<file path="src/rtl/sd_dev_data_rx_pkg.sv">
// Shared definitions for the SD device data-line receiver: state encodings,
// CRC16-CCITT polynomial, start/end nibble constants and a one-bit CRC step.
package sd_dev_data_rx_pkg;

  typedef enum logic [2:0] {
    ST_IDLE = 3'd0,
    ST_WAIT = 3'd1,
    ST_DATA = 3'd2,
    ST_CRC  = 3'd3,
    ST_END  = 3'd4
  } state_e;

  localparam logic [15:0] CRC16_POLY = 16'h1021;
  localparam logic [3:0]  START_NIB  = 4'h0;
  localparam logic [3:0]  END_NIB    = 4'hF;

  function automatic logic [15:0] crc16_step(input logic [15:0] crc, input logic b);
    logic fb;
    fb = b ^ crc[15];
    return {crc[14:0], 1'b0} ^ (fb ? CRC16_POLY : 16'h0000);
  endfunction

endpackage

</file>
<file path="src/rtl/sd_dev_data_rx_crc16_serial.sv">
// Bit-serial CRC16-CCITT generator for one SD data line (init 0).
// Feeding i_bit = o_crc[15] shifts the register left with zero fill.
module sd_crc16_serial
  import sd_dev_data_rx_pkg::*;
(
  input  logic        clk,
  input  logic        rst_n,
  input  logic        i_clear,
  input  logic        i_en,
  input  logic        i_bit,
  output logic [15:0] o_crc
);

  logic [15:0] crc_q;

  always_ff @(posedge clk or negedge rst_n) begin
    if (!rst_n)       crc_q <= '0;
    else if (i_clear) crc_q <= '0;
    else if (i_en)    crc_q <= crc16_step(crc_q, i_bit);
  end

  assign o_crc = crc_q;

endmodule

</file>
<file path="src/rtl/sd_dev_data_rx.sv">
// SD device receive data engine (4-bit SDR): start-bit hunt, byte assembly,
// per-line CRC16 check and end-bit check. CRC logic exists only when
// SD_DEV_DATA_RX_CRC_EN is defined; otherwise o_crc_err stays 0.
module sd_dev_data_rx
  import sd_dev_data_rx_pkg::*;
#(
  parameter int BLK_W   = 12,
  parameter int TIMEOUT = 1024,
  parameter int TMO_W   = 11
) (
  input  logic             clk,
  input  logic             rst_n,
  input  logic             i_en,
  input  logic [BLK_W-1:0] i_block_size,
  input  logic             i_posedge_stb,
  input  logic [3:0]       i_sd_data_in,
  output logic             o_busy,
  output logic [7:0]       o_data,
  output logic             o_data_stb,
  output logic             o_done,
  output logic             o_crc_err,
  output logic             o_end_err,
  output logic             o_timeout
);

  state_e           state_q, state_d;
  logic [BLK_W-1:0] size_m1_q, size_m1_d;
  logic [BLK_W-1:0] byte_cnt_q, byte_cnt_d;
  logic [TMO_W-1:0] tmo_cnt_q, tmo_cnt_d;
  logic [3:0]       crc_cnt_q, crc_cnt_d;
  logic             nib_sel_q, nib_sel_d;
  logic [3:0]       hi_nib_q, hi_nib_d;
  logic [7:0]       data_q, data_d;
  logic             data_stb_q, data_stb_d;
  logic             done_q, done_d;
  logic             busy_q, busy_d;
  logic             crc_err_q, crc_err_d;
  logic             end_err_q, end_err_d;
  logic             tmo_q, tmo_d;
  logic             crc_mis;

`ifdef SD_DEV_DATA_RX_CRC_EN
  logic             crc_clear, crc_en, crc_chk;
  logic [3:0][15:0] crc_line;
  logic [3:0]       crc_msb;

  assign crc_clear = (state_q == ST_IDLE) && i_en;
  assign crc_en    = i_posedge_stb && ((state_q == ST_DATA) || (state_q == ST_CRC));
  assign crc_chk   = i_posedge_stb && (state_q == ST_CRC);

  // In ST_CRC each generator is fed its own MSB so it shifts out with zero fill.
  for (genvar k = 0; k < 4; k++) begin : g_crc
    assign crc_msb[k] = crc_line[k][15];
    sd_crc16_serial u_crc (
      .clk     (clk),
      .rst_n   (rst_n),
      .i_clear (crc_clear),
      .i_en    (crc_en),
      .i_bit   ((state_q == ST_CRC) ? crc_msb[k] : i_sd_data_in[k]),
      .o_crc   (crc_line[k])
    );
  end

  assign crc_mis = crc_chk && (i_sd_data_in != crc_msb);
`else
  assign crc_mis = 1'b0;
`endif

  always_comb begin
    state_d    = state_q;
    size_m1_d  = size_m1_q;
    byte_cnt_d = byte_cnt_q;
    tmo_cnt_d  = tmo_cnt_q;
    crc_cnt_d  = crc_cnt_q;
    nib_sel_d  = nib_sel_q;
    hi_nib_d   = hi_nib_q;
    data_d     = data_q;
    data_stb_d = 1'b0;
    done_d     = 1'b0;
    busy_d     = busy_q;
    crc_err_d  = crc_err_q | crc_mis;
    end_err_d  = end_err_q;
    tmo_d      = tmo_q;
    case (state_q)
      ST_IDLE: if (i_en) begin
        // Arming takes priority; a coincident strobe is not sampled.
        size_m1_d  = (i_block_size == '0) ? '0 : i_block_size - 1'b1;
        byte_cnt_d = '0;
        tmo_cnt_d  = '0;
        crc_cnt_d  = '0;
        nib_sel_d  = 1'b0;
        crc_err_d  = 1'b0;
        end_err_d  = 1'b0;
        tmo_d      = 1'b0;
        busy_d     = 1'b1;
        state_d    = ST_WAIT;
      end
      ST_WAIT: if (i_posedge_stb) begin
        if (i_sd_data_in == START_NIB) begin
          state_d = ST_DATA;
        end else if (tmo_cnt_q == TMO_W'(TIMEOUT - 1)) begin
          tmo_d   = 1'b1;
          done_d  = 1'b1;
          busy_d  = 1'b0;
          state_d = ST_IDLE;
        end else begin
          tmo_cnt_d = tmo_cnt_q + 1'b1;
        end
      end
      ST_DATA: if (i_posedge_stb) begin
        if (!nib_sel_q) begin
          hi_nib_d  = i_sd_data_in;
          nib_sel_d = 1'b1;
        end else begin
          nib_sel_d  = 1'b0;
          data_d     = {hi_nib_q, i_sd_data_in};
          data_stb_d = 1'b1;
          if (byte_cnt_q == size_m1_q) begin
            byte_cnt_d = '0;
            state_d    = ST_CRC;
          end else begin
            byte_cnt_d = byte_cnt_q + 1'b1;
          end
        end
      end
      ST_CRC: if (i_posedge_stb) begin
        crc_cnt_d = crc_cnt_q + 1'b1;
        if (crc_cnt_q == 4'd15) state_d = ST_END;
      end
      ST_END: if (i_posedge_stb) begin
        if (i_sd_data_in != END_NIB) end_err_d = 1'b1;
        done_d  = 1'b1;
        busy_d  = 1'b0;
        state_d = ST_IDLE;
      end
      default: state_d = ST_IDLE;
    endcase
  end

  always_ff @(posedge clk or negedge rst_n) begin
    if (!rst_n) begin
      state_q    <= ST_IDLE;
      size_m1_q  <= '0;
      byte_cnt_q <= '0;
      tmo_cnt_q  <= '0;
      crc_cnt_q  <= '0;
      nib_sel_q  <= 1'b0;
      hi_nib_q   <= '0;
      data_q     <= '0;
      data_stb_q <= 1'b0;
      done_q     <= 1'b0;
      busy_q     <= 1'b0;
      crc_err_q  <= 1'b0;
      end_err_q  <= 1'b0;
      tmo_q      <= 1'b0;
    end else begin
      state_q    <= state_d;
      size_m1_q  <= size_m1_d;
      byte_cnt_q <= byte_cnt_d;
      tmo_cnt_q  <= tmo_cnt_d;
      crc_cnt_q  <= crc_cnt_d;
      nib_sel_q  <= nib_sel_d;
      hi_nib_q   <= hi_nib_d;
      data_q     <= data_d;
      data_stb_q <= data_stb_d;
      done_q     <= done_d;
      busy_q     <= busy_d;
      crc_err_q  <= crc_err_d;
      end_err_q  <= end_err_d;
      tmo_q      <= tmo_d;
    end
  end

  assign o_busy     = busy_q;
  assign o_data     = data_q;
  assign o_data_stb = data_stb_q;
  assign o_done     = done_q;
  assign o_crc_err  = crc_err_q;
  assign o_end_err  = end_err_q;
  assign o_timeout  = tmo_q;

endmodule

</file>
<file path="config.mk">
export PLATFORM = sky130hd
export DESIGN_NAME = sd_dev_data_rx
export DESIGN_NICKNAME = d
export VERILOG_FILES = /design/src/rtl/sd_dev_data_rx_pkg.sv /design/src/rtl/sd_dev_data_rx_crc16_serial.sv /design/src/rtl/sd_dev_data_rx.sv
export SDC_FILE = /design/constraint.sdc
export NUM_CORES = 1
export LEC_CHECK = 0
export ABC_AREA = 1
export BUFFER_PORTS_ARGS = -buffer_cell sky130_fd_sc_hd__clkbuf_2
export CELL_PAD_IN_SITES_DETAIL_PLACEMENT = 0
export CELL_PAD_IN_SITES_GLOBAL_PLACEMENT = 2
export CORE_ASPECT_RATIO = 0.6
export CORE_UTILIZATION = 35
export CTS_CLUSTER_DIAMETER = 200
export DETAILED_ROUTE_END_ITERATION = 16
export PLACE_DENSITY = 0.87
export SETUP_SLACK_MARGIN = 0.05
export SYNTH_ARGS = -nofsm -noshare
export SYNTH_HDL_FRONTEND = slang
export SYNTH_HIERARCHICAL = 1
export SYNTH_SLANG_ARGS = --single-unit
</file>
<file path="constraint.sdc">
create_clock -name clk -period 1.7 [get_ports clk]
set_input_delay 0.255 -clock clk [delete_from_list [all_inputs] [get_ports clk]]
set_output_delay 0.255 -clock clk [all_outputs]
set_load 0.01 [all_outputs]
</file>
# Word level (Yosys, flattened, before mapping)

Cells that the tools add are included.

Bits of input ports: 20
Output and inout bits: 14
Bits in registers: 60
Logic and storage cells: 108

$add $sub $neg: 4
Bitwise operators: 1
Reduce and logical (&&, ||, !) cells: 19
Muxes and demuxes: 50
Equal/unequal tests: 21

Operator list:

| cell                                                                    | count |
|---|---|
| 12-bit 2-to-1 mux                                                       | 5 |
| 11-bit 2-to-1 mux                                                       | 4 |
| 3-bit 2-to-1 mux                                                        | 10 |
| 2-bit != test, second input constant                                    | 12 |
| 12-bit case mux with 2 select lines                                     | 1 |
| 11-bit case mux with 2 select lines                                     | 1 |
| 1-bit 2-to-1 mux                                                        | 20 |
| 3-bit case mux with 5 select lines                                      | 1 |
| 12-bit by 1-bit adder with 12-bit output, second input constant         | 1 |
| 12-bit equality test                                                    | 1 |
| 12-bit zero test                                                        | 1 |
| 3-bit AND reduction                                                     | 4 |
| 12-bit by 1-bit subtractor with 12-bit output, second input constant    | 1 |
| 11-bit by 1-bit adder with 11-bit output, second input constant         | 1 |
| 11-bit by 10-bit equality test with 1-bit output, second input constant | 1 |
| 5-bit AND reduction                                                     | 2 |
| 9-bit AND reduction                                                     | 1 |
| 4-bit 2-to-1 mux                                                        | 2 |
| 1-bit case mux with 2 select lines                                      | 4 |
| 4-bit case mux with 2 select lines                                      | 1 |
| 4-bit AND reduction                                                     | 2 |
| 2-bit nonzero test                                                      | 4 |
| 3-bit by 2-bit equality test with 1-bit output, second input constant   | 2 |
| 6-bit AND reduction                                                     | 1 |
| 12 further kinds                                                        | 12 |

# Longest topological paths before layout

Gate-level depths: netlist of the first run.

Depth after elaboration: 5
Depth in mapped cells: 10
Gate-level depth less buffers: 10

# Worst setup path after synthesis of the first run

Ideal clock, no wire load.

Kind: reg-to-reg
Start: register tmo_cnt_q[0]
End: register tmo_cnt_q[2]
Path slack: 198 ps
Period minus slack after synthesis: 1502 ps
Setup time: 74 ps
Stages on the path, launching flop included: 11
Arrival time: 1428 ps
Required time: 1626 ps
Buffers on the path: 1
Path through: dfrtp_1 > ha_1 > nand3_2 > nor2_4 > nand3_4 > nor2_4 > inv_2 > nand2_4 > buf_12 > nand2_1 > o21ai_2

Cells in the longest elaborated chain, start to end: 5
Elaborated cells between the ends (all ways): 8
Those cells by class: add/sub: 1; eq/ne: 2; mux: 4; reduce/logical: 1

Ends and longest elaborated chain:

| what                                     | RTL line              | RTL |
|---|---|---|
| start, declared                          | sd_dev_data_rx.sv:29  | `logic [TMO_W-1:0] tmo_cnt_q, tmo_cnt_d;` |
| start signal, assigned                   | sd_dev_data_rx.sv:160 | `tmo_cnt_q <= tmo_cnt_d;` |
| 11-bit by 1-bit adder with 11-bit output | sd_dev_data_rx.sv:107 | `tmo_cnt_d = tmo_cnt_q + 1'b1;` |
| 11-bit 2-to-1 mux                        | sd_dev_data_rx.sv:101 | `end else if (tmo_cnt_q == TMO_W'(TIMEOUT - 1)) begin` |
| 11-bit 2-to-1 mux                        | sd_dev_data_rx.sv:99  | `if (i_sd_data_in == START_NIB) begin` |
| 11-bit 2-to-1 mux                        | sd_dev_data_rx.sv:98  | `ST_WAIT: if (i_posedge_stb) begin` |
| 11-bit case mux with 2 select lines      | sd_dev_data_rx.sv:84  | `case (state_q)` |

Parallel ways exist; a longest one is shown, timed or not. The select of a mux whose other input is x is not followed.
A chain may end at the register's enable or synchronous reset.

# Final worst setup path of the first run

Start: register tmo_cnt_q[1]
End: register tmo_cnt_q[2]

Same word-level chain as after synthesis.

==> reports/qor.csv, run 1 <==
metric,value,unit
skew final,0.00697,ns
Pre-antenna DRT Iters,4,
Pleak,2.21,nW
"Net Count, Synth",504,
Ant. Diodes,0,
1st-iter DRT viols,136,
largest net degree at the start of global routing,61,
Die X,133,um
Die Y,80.5,um
Top Metal Used,met4,
setup_tns,0,ns
met2 wire len,3.09,mm
syn_area_per_cell,7.50,um^2
"Seq/Total Area, Yosys",41.8,%
cell taking the most area after synthesis,dfrtp_1,
"final std cell area, no fill",0.00436,mm^2
Synth cell types,36,
CTS tree,done,
cell family with most CP delay,simple AND/OR/NAND/NOR gates,
post-layout min period,1.52,ns
routability cong.,0.841,
WP buf/inv,2,
Synth area leaders,"dfrtp_1 42%, nand2_1 16%, inv_1 6.0%, nand3_1 5.0%, nor2_1 4.1%",
Worst path max stage delay,0.41,ns
FILL cells,1011,
max frequency,0.656,GHz
WL per Instance,12.8,um
I/O Buffers,32,
clk buf depth,2,
Final Hold Violating Endpoints,0,
CTS root buffer,clkbuf_16,
status,"complete, no violations",
row cnt,28,
Final Cycle Share,89.6,%
Final nets,557,
asr flop ratio synth,100,%
ys flop type,dfrtp_1,
RSZ-0062 raised after global routing,false,
min-delay src,i_block_size[0],
crit path cell chain,"ha_4, nand3_4, nor2_4, nand3_4, nor2_4, inv_2, nand2_4, buf_12, nand2_1, o21ai_2",
Startpoint Class,flip-flop,
area of placed instances,0.00399,mm^2
worst skew pair latency,0.33,ns
Final setup viols,0,
global-route wire length before repair,14.6,mm
met3 WL post-DR,349,um
DRC violations left,0,
Yosys reg bits,60,
area of the die,0.0107,mm^2
Setup crit start,tmo_cnt_q[1]$_DFFE_PN0P_,
slowest cell on the critical path,dfrtp_1,
post-synthesis instance area,0.00359,mm^2
Vias/cell,4.65,
Multi-input gate area,0.00181,mm^2
PD cells,1550,mW/mm^2
worst vdd ir,0.000755,V
most frequent cells in the layout,"150 x nand2_1, 58 x dfrtp_1, 57 x inv_1",
Post-Synthesis Cells,479,
Met1 Wirelength,5.07,mm
clock slew at reported path FFs,0.06,ns
Area Growth Syn to Fin,21.5,%
I/O Pins,34,
CTS Buf Count,9,
Max Cap Viol,0,
Vias,3118,
Yosys top cell area share,41.8,%
initial antenna violation count,0,
Setup crit end kind,flip-flop,
critical path data arrival time,1.78,ns
yosys warns,6,
Detail Route Antenna Nets,0,
critical path class,flip-flop to flip-flop,
worst reg2reg startpoint,tmo_cnt_q[1]$_DFFE_PN0P_,
vias in the first global route,2828,
Reg area,0.00150,mm^2
dpl hpwl,6.44,mm
"most common cell after layout, fill and taps aside",nand2_1,
Sink Count,60,
worst min path class,primary input to flip-flop,
"Slew Viols, Final",0,
H-Tree Depth,3,
drt total wl,8.58,mm
number of flops mapped to enable cells by yosys,0,
core box area,0.00991,mm^2
flop-to-flop setup slack,0.18,ns
GRT Total Usage,17.8,%
Initial Utilization,36.2,%
GRT overflow,0,
CP max FO,12,
fraction of layout instances using a drive strength above 1,20.7,%
CP required,1.96,ns
-- registers in the layout, indices dropped and copies added, names as in the netlist --
name	cells
byte_cnt_q	12
size_m1_q	12
tmo_cnt_q	11
o_data	8
crc_cnt_q	4
hi_nib_q	4
state_q	3
nib_sel_q	1
o_busy	1
o_data_stb	1
o_done	1
o_end_err	1
o_timeout	1
-- per-layer routing --
metal  track usage, %  vias up
met5                0        -
met4             4.48        0
met3             4.55        9
met2             22.2       66
met1             28.6     1423
li1                 -     1620
-- repair_timing --
action / in CTS / in global routing
setup buffers: 1 / 4
gates resized for setup: 0 / 11
endpoints found under the hold margin: 60 / 0
endpoints found under the setup margin: 5 / 28
pin swaps: 1 / 3
hold buffers: 1 / 0
-- cell usage after synthesis, types with 5 or more instances --
cell type / count
xor2_1: 10
o21ai_0: 17
nand4_1: 11
xnor2_1: 9
dfrtp_1: 60
inv_1: 57
o21ai_1: 7
nor2_1: 39
nand2_2: 9
o21ai_2: 8
buf_2: 6
a21oi_1: 15
nand2_1: 150
ha_1: 5
nand3_1: 36
nor2_4: 5
inv_2: 7
-- area by class of cell --
type,count,area share [%]
clock buffer,10,5.48
tap,135,3.87
multi-input combinational,345,41.4
timing repair buffer,52,8.03
sequential,60,34.5
inverter,64,5.51
clock inverter,5,1.20
-- cell families after synthesis --
| logic type | share of synthesized area, % |
|---|---|
| and+or+nand+nor | 33.9 |
| buffers and inverters | 8.82 |
| DFF | 41.8 |
| AOI/OAI and AO/OA | 8.96 |
| xor gates and xnor gates | 4.63 |
| adders and majority gates | 1.74 |
| other | 0.104 |
-- stage by stage --
| stage | power [mW] | hold slack (ns) | util [%] | std cells | setup WS (ns) |
|---|---|---|---|---|---|
| floorplan | 4.05 | -0.0406 | - | 479 | 0.198 |
| CTS | 6.72 | 0.145 | 43.3 | 667 | 0.0517 |
| finish | 6.78 | 0.149 | 44.0 | 671 | 0.176 |
| detailed placement | 4.90 | 0.301 | 40.2 | 650 | 0.0599 |
| global route | 7.29 | 0.173 | 44.0 | 671 | 0.0480 |
| global placement | 4.86 | 0.299 | 40.2 | 650 | 0.109 |
-- path summary, 6_finish.rpt --
| check | to | cells after the start |
|---|---|---|
| max | tmo_cnt_q[2]$_DFFE_PN0P_ | 10 |
| min in group asynchronous | byte_cnt_q[9]$_DFFE_PN0P_ | 3 |
| min | size_m1_q[0]$_DFFE_PN0P_ | 2 |
| max in group asynchronous | state_q[0]$_DFFE_PN0P_ | 3 |
| min reg2reg | o_data[6]$_DFFE_PN0P_ | 2 |
| max reg2reg | tmo_cnt_q[2]$_DFFE_PN0P_ | 10 |
-- worst register-to-register path: stages, from the launching register on --
cell and delay (ns):
dfrtp_1 0.41, ha_4 0.18, nand3_4 0.11, nor2_4 0.13, nand3_4 0.09, nor2_4 0.10
inv_2 0.05, nand2_4 0.10, buf_12 0.15, nand2_1 0.07, o21ai_2 0.06
-- where the power goes --
group	internal [mW]	leakage, nW	switching, mW
Sequential	1.85	0.786	0.356
Combinational	1.05	1.28	1.71
Clock	1.16	0.144	0.656
(Power assumes the default switching activity.)
==> inputs of run 2 (changes only) <==
--- a/config.mk
+++ b/config.mk
@@ -5,16 +5,17 @@
 export SDC_FILE = /design/constraint.sdc
 export NUM_CORES = 1
 export LEC_CHECK = 0
-export ABC_AREA = 1
+export ABC_AREA = 0
 export BUFFER_PORTS_ARGS = -buffer_cell sky130_fd_sc_hd__clkbuf_2
 export CELL_PAD_IN_SITES_DETAIL_PLACEMENT = 0
 export CELL_PAD_IN_SITES_GLOBAL_PLACEMENT = 2
 export CORE_ASPECT_RATIO = 0.6
-export CORE_UTILIZATION = 35
+export CORE_UTILIZATION = 37
 export CTS_CLUSTER_DIAMETER = 200
 export DETAILED_ROUTE_END_ITERATION = 16
-export PLACE_DENSITY = 0.87
+export PLACE_DENSITY_LB_ADDON = 0.1
 export SETUP_SLACK_MARGIN = 0.05
+export SLEW_MARGIN = 40
 export SYNTH_ARGS = -nofsm -noshare
 export SYNTH_HDL_FRONTEND = slang
 export SYNTH_HIERARCHICAL = 1
==> run 2 against run 1 <==
- the run now ends with negative setup slack left
- highest routed layer unchanged
- critical endpoint is now byte_cnt_q[5]$_DFFE_PN0P_
- worst hold slack improved by 0.035 ns
- routed wire length rose by 0.30%
- cell area rose by 7.3%
- count of clock-buffer cells in the layout rose by 4
- clock power fell by 4%
- global-route usage rose by 2.0 points
- utilization rose by 11 points
- fmax fell by 13%
- critical path depth fell by 3
- synthesized cell count fell by 30%
- clock skew barely moved
==> reports/qor.csv, run 2 <==
metric,value,unit,change
Final setup viols,5,,+5
Final Hold Violating Endpoints,0,,unchanged
CP max FO,5,,-7
placed insts,515,,-21%
critical path class,flip-flop to flip-flop,,
Initial Utilization,38.2,%,+2.0 points
cell taking the most area after synthesis,dfrtp_1,,
global-route wire length before repair,13.4,mm,-8.3%
setup ws final,-0.0475,ns,-0.224 ns
ys flop type,dfrtp_1,,
Startpoint Class,flip-flop,,
post-layout min period,1.75,ns,+0.224 ns
Die Y,74.5,um,-7.4%
Pre-antenna DRT Iters,4,,unchanged
"most common cell after layout, fill and taps aside",dfrtp_1,,
max frequency,0.572,GHz,-13%
GRT overflow,0,,unchanged
dpl hpwl,5.78,mm,-10%
H-Tree Depth,3,,unchanged
Hold WS,0.184,ns,+0.0345 ns
worst skew pair latency,0.33,ns,about the same
routability cong.,0.795,,-5.6%
worst min path class,primary input to flip-flop,,
top post-synthesis cells by count,"60 x dfrtp_1, 44 x nand2_1, 30 x nor2_1, 22 x o21ai_0",,
initial antenna violation count,0,,unchanged
flop-to-flop setup slack,-0.05,ns,-0.22 ns
Yosys reg bits,60,,unchanged
CTS root buffer,clkbuf_16,,
Setup crit end kind,flip-flop,,
RSZ-0062 raised after global routing,true,,
Final nets,457,,-18%
post-synthesis instance area,0.00324,mm^2,-9.7%
Sink Count,60,,unchanged
WL per Instance,15.7,um,+23%
failing checks,negative setup slack,,
clock slew at reported path FFs,0.05,ns,about the same
critical path data arrival time,1.95,ns,+0.17 ns
fraction of layout instances using a drive strength above 1,40.4,%,+20 points
number of flops mapped to enable cells by yosys,0,,unchanged
CP required,1.90,ns,-0.06 ns
PD cells,1400,mW/mm^2,-9.9%
"Net Count, Synth",360,,-29%
vias in the first global route,2547,,-9.9%
Yosys top cell area share,46.3,%,+4.5 points
Die X,123,um,-7.4%
core box area,0.00849,mm^2,-14%
Top Registers,"byte_cnt_q x12, size_m1_q x12, tmo_cnt_q x11",,
Area Growth Syn to Fin,44.2,%,
syn_area_per_cell,9.68,um^2,+29%
most common cell in the netlist,dfrtp_1,,
Synth area leaders,"dfrtp_1 46%, nand2_1 5.1%, mux2_2 4.5%, xnor2_1 4.3%, xor2_1 4.3%",,
CTS tree,done,,
"Seq/Total Area, Yosys",46.3,%,+4.5 points
Vias/cell,5.05,,+8.8%
asr flop ratio synth,100,%,unchanged
GRT Total Usage,19.7,%,+2.0 points
Vias,2770,,-11%
clk buf depth,2,,unchanged
1st-iter DRT viols,113,,-17%
Max Cap Viol,0,,unchanged
most frequent cells in the layout,"56 x dfrtp_1, 52 x buf_4, 41 x nand2_1",,
"Slew Viols, Final",0,,unchanged
area of the die,0.00916,mm^2,-14%
Detail Route Antenna Nets,0,,unchanged
I/O Pins,34,,unchanged
Synth cell types,48,,+33%
yosys warns,6,,unchanged
worst vdd ir,0.000548,V,-27%
skew final,0.00719,ns,+0.000218 ns
total power,6.55,mW,-3.4%
Final Cycle Share,103,%,+13 points
Ant. Diodes,0,,unchanged
Post-Layout Cell Count,548,,-18%
setup_tns,-0.147,ns,-0.147 ns
row cnt,26,,-7.1%
status,finished with violations,,
Post-Synthesis Cells,335,,-30%
largest net degree at the start of global routing,61,,unchanged
FILL cells,776,,-23%
I/O Buffers,32,,unchanged
drt total wl,8.61,mm,+0.30%
CTS Buf Count,9,,unchanged
Pleak,2.04,nW,-7.4%
dpl ws,-0.0689,ns,-0.129 ns
DRC violations left,0,,unchanged
run 2: cells by family after synthesis:
group / share of synthesized area, %
DFF: 46.3
xor gates and xnor gates: 8.64
buffers and inverters: 3.66
and+or+nand+nor: 21.1
other: 0.116
AOI/OAI and AO/OA: 12.9
adders and majority gates: 1.93
muxes: 5.44
run 2: final cells by class:
type,count,area [um^2],share of cell area [%]
clock buffer,14,284,6.07
clock inverter,1,5.00,0.107
inverter,13,48.8,1.04
multi-input combinational,248,1930,41.2
sequential,60,1510,32.2
tap,112,140,2.99
timing repair buffer,100,768,16.4
run 2: report_power, final:
group          internal [mW]  switching [mW]
sequential              1.84           0.353
combinational           1.31            1.31
clock                   1.13           0.606
total                   4.28            2.27
run 2: path summary, 6_finish.rpt:
kind | startpoint | endpoint | depth (start not counted)
max | size_m1_q[0]$_DFFE_PN0P_ | byte_cnt_q[5]$_DFFE_PN0P_ | 7
min | i_block_size[0] | size_m1_q[0]$_DFFE_PN0P_ | 2
max reg2reg | size_m1_q[0]$_DFFE_PN0P_ | byte_cnt_q[5]$_DFFE_PN0P_ | 7
min reg2reg | o_data[6]$_DFFE_PN0P_ | o_data[6]$_DFFE_PN0P_ | 1
max in group asynchronous | rst_n | state_q[0]$_DFFE_PN0P_ | 3
min in group asynchronous | rst_n | hi_nib_q[0]$_DFFE_PN0P_ | 3
run 2: critical path, stage by stage (launching register included):
cell	delay (ns)
dfrtp_1	0.42
xor2_1	0.18
nor4_1	0.33
nand3_1	0.17
buf_6	0.17
buf_8	0.13
a31oi_1	0.16
o22ai_1	0.08
run 2: stage by stage:
step	cell area, um^2	utilization (%)
floorplan	3250	-
global placement	3880	45.7
detailed placement	3880	45.7
CTS	4390	51.7
global route	4680	55.1
finish	4680	55.1
run 2: per-layer routing:
metal,vias to the layer above,GRT usage [%],share of wire (%)
li1,1382,-,-
met1,1338,31.5,56
met2,44,24.9,39
met3,6,5.29,3.8
met4,0,5.69,0.79
met5,-,0,0
run 2: repair_timing:
item | 4_1_cts | 5_1_grt
hold buffers | 1 | 0
resized for setup | 31 | 48
setup buffers | 7 | 11
pin swaps | 26 | 27
endpoints found under the hold margin | 60 | 0
setup endpoints to repair | 45 | 38
==> inputs of run 3 (changes only) <==
--- a/config.mk
+++ b/config.mk
@@ -8,9 +8,9 @@
 export ABC_AREA = 0
 export BUFFER_PORTS_ARGS = -buffer_cell sky130_fd_sc_hd__clkbuf_2
 export CELL_PAD_IN_SITES_DETAIL_PLACEMENT = 0
-export CELL_PAD_IN_SITES_GLOBAL_PLACEMENT = 2
+export CELL_PAD_IN_SITES_GLOBAL_PLACEMENT = 1
 export CORE_ASPECT_RATIO = 0.6
-export CORE_UTILIZATION = 37
+export CORE_UTILIZATION = 46
 export CTS_CLUSTER_DIAMETER = 200
 export DETAILED_ROUTE_END_ITERATION = 16
 export PLACE_DENSITY_LB_ADDON = 0.1
==> constraint.sdc (replaced) <==
create_clock -name clk -period 1.84 [get_ports clk]
set_input_delay 0.276 -clock clk [delete_from_list [all_inputs] [get_ports clk]]
set_output_delay 0.276 -clock clk [all_outputs]
set_load 0.01 [all_outputs]
==> run 3 against run 2 <==
- cell area fell by 14%
- cell count is 12% lower
- the run now ends clean
- first-iteration DRC count grew 36%
- critical path depth fell by 2
- non-clock buffer count decreased by 43
- via count is 8.6% lower
- count of clock-buffer cells in the layout is 2 lower
- critical endpoint is now tmo_cnt_q[5]$_DFFE_PN0P_
==> reports/qor.csv, run 3 (synthesis gave the netlist of run 2 again) <==
metric,value,unit,change
status,"complete, no violations",,
slowest cell on the critical path,dfrtp_2,,
GRT overflow,0,,unchanged
WL per Instance,14.8,um,-5.6%
Pre-antenna DRT Iters,4,,unchanged
setup_tns,0,ns,+0.147 ns
vias in the first global route,2362,,-7.3%
Flop pwr share,37.9,%,+4.5 points
GRT Total Usage,21.3,%,+1.5 points
core box area,0.00673,mm^2,-21%
Internal,3.56,mW,-17%
# Post-CTS Setup Buffers,0,,-7
Pleak,1.79,nW,-12%
skew final,0.00664,ns,-0.000555 ns
Final Cycle Share,92.6,%,-10 points
area of the die,0.00740,mm^2,-19%
Net Sw Frac,33.3,%,-1.3 points
worst min path class,primary input to flip-flop,,
RSZ-0062 raised after global routing,true,,
Die X,110,um,-10%
WP buf/inv,0,,-2
placed insts,464,,-9.9%
setup ws final,0.137,ns,+0.184 ns
critical path data arrival time,1.91,ns,-0.04 ns
Hold WS,0.201,ns,+0.0168 ns
clk buf depth,2,,unchanged
Area Growth Syn to Fin,24.7,%,
Setup crit end kind,flip-flop,,
cell family with most CP delay,compound AO/OA/AOI/OAI gates,,
fraction of layout instances using a drive strength above 1,26.1,%,-14 points
CTS root buffer,clkbuf_16,,
FILL cells,597,,-23%
Ant. Diodes,0,,unchanged
Vias,2532,,-8.6%
initial antenna violation count,0,,unchanged
CTS tree,done,,
Final nets,414,,-9.4%
row cnt,23,,-12%
H-Tree Depth,3,,unchanged
DRC violations left,0,,unchanged
clock slew at reported path FFs,0.05,ns,about the same
flop-to-flop setup slack,0.14,ns,+0.18 ns
Initial Utilization,48.2,%,+10 points
Clock Power Share,31.5,%,+4.9 points
critical path class,flip-flop to flip-flop,,
1st-iter DRT viols,154,,+36%
"Slew Viols, Final",0,,unchanged
r2r worst-path depth,5,,-2
global-route wire length before repair,12.0,mm,-10%
CTS Buf Count,9,,unchanged
PD cells,1320,mW/mm^2,-5.8%
Final Hold Violating Endpoints,0,,unchanged
routability cong.,0.778,,-2.1%
most frequent cells in the layout,"57 x dfrtp_1, 43 x nand2_1, 32 x clkbuf_2",,
worst vdd ir,0.000575,V,+4.9%
Logic pwr share,30.6,%,-9.5 points
dpl hpwl,5.11,mm,-11%
Post-Layout Cell Count,481,,-12%
CP max FO,9,,+4
Reg area,0.00151,mm^2,about the same
I/O Pins,34,,unchanged
worst skew pair latency,0.32,ns,about the same
post-layout min period,1.70,ns,-0.0443 ns
crit path cell chain,"nor4b_4, a31oi_4, a2111oi_4, xnor2_1, nor2_1",,
Sink Count,60,,unchanged
drt total wl,7.13,mm,-17%
Worst path max stage delay,0.47,ns,+0.05 ns
max frequency,0.587,GHz,+2.6%
Max Cap Viol,0,,unchanged
"most common cell after layout, fill and taps aside",dfrtp_1,,
Detail Route Antenna Nets,0,,unchanged
CP required,2.04,ns,+0.14 ns
area of placed instances,0.00366,mm^2,-5.6%
critical path depth,5,,-2
switching power,1.78,mW,-22%
Die Y,67.1,um,-10%
I/O Buffers,32,,unchanged
Multi-input gate area,0.00169,mm^2,-12%
Top Registers,"byte_cnt_q x12, size_m1_q x12, tmo_cnt_q x11",,
Startpoint Class,flip-flop,,
largest net degree at the start of global routing,61,,unchanged
final core occ,60.1,%,+5.0 points
dpl ws,-0.00770,ns,+0.0612 ns
Vias/cell,5.26,,+4.1%
total power,5.34,mW,-19%
Hold Path Depth,2,,unchanged
"final std cell area, no fill",0.00405,mm^2,-14%
Final setup viols,0,,-5
run 3: cell types whose count changed in the layout (fill, tap and decap cells not counted), sizes merged:
cell	delta
buf	-43
clkbuf	-2
bufinv	+1
clkinv	+1
clkinvlp	+1
run 3: path summary, 6_finish.rpt:
| path | start | end |
|---|---|---|
| setup / recovery | state_q[2]$_DFFE_PN0P_ | tmo_cnt_q[5]$_DFFE_PN0P_ |
| hold / removal | i_block_size[0] | size_m1_q[0]$_DFFE_PN0P_ |
| setup reg to reg | state_q[2]$_DFFE_PN0P_ | tmo_cnt_q[5]$_DFFE_PN0P_ |
| hold reg to reg | hi_nib_q[3]$_DFFE_PN0P_ | o_data[7]$_DFFE_PN0P_ |
| max in group asynchronous | rst_n | state_q[1]$_DFFE_PN0P_ |
| min in group asynchronous | rst_n | byte_cnt_q[6]$_DFFE_PN0P_ |
run 3: per-layer routing:
metal,wire length (um),global-route usage [%],up-vias
met3,246,5.46,2
met2,2830,29.0,51
met1,4040,32.3,1180
li1,-,-,1299
met5,0,0,-
met4,15,6.50,0
run 3: worst register-to-register path, cell delays in order (launching register included):
cell and delay, ns:
dfrtp_2 0.47, nor4b_4 0.38, a31oi_4 0.14, a2111oi_4 0.39
xnor2_1 0.16, nor2_1 0.05
run 3: power by group through the flow:
stage / sequential [mW] / combinational (mW) / clock, mW
3_3_place_gp: 2.02 / 1.54 / 0
3_5_place_dp: 2.04 / 1.57 / 0
4_1_cts: 2.02 / 1.59 / 1.71
6_report: 2.02 / 1.63 / 1.68
2_1_floorplan: 1.97 / 1.05 / 0
5_1_grt: 2.07 / 1.84 / 1.79
run 3: area by class of cell:
| cell class | count | area share, % |
|---|---|---|
| multi-input cells | 248 | 41.7 |
| flip-flops and latches | 60 | 37.2 |
| repair buffers | 57 | 9.68 |
| clock buffers | 12 | 6.34 |
| well taps | 87 | 2.69 |
| inverters | 13 | 1.21 |
| clock inverters | 4 | 1.18 |
run 3: timing repair:
item,in CTS,in global routing
hold buffers,1,0
cloned,0,0
endpoints found under the setup margin,1,27
gates resized for setup,1,13
pin swaps,0,1
endpoints found under the hold margin,60,0
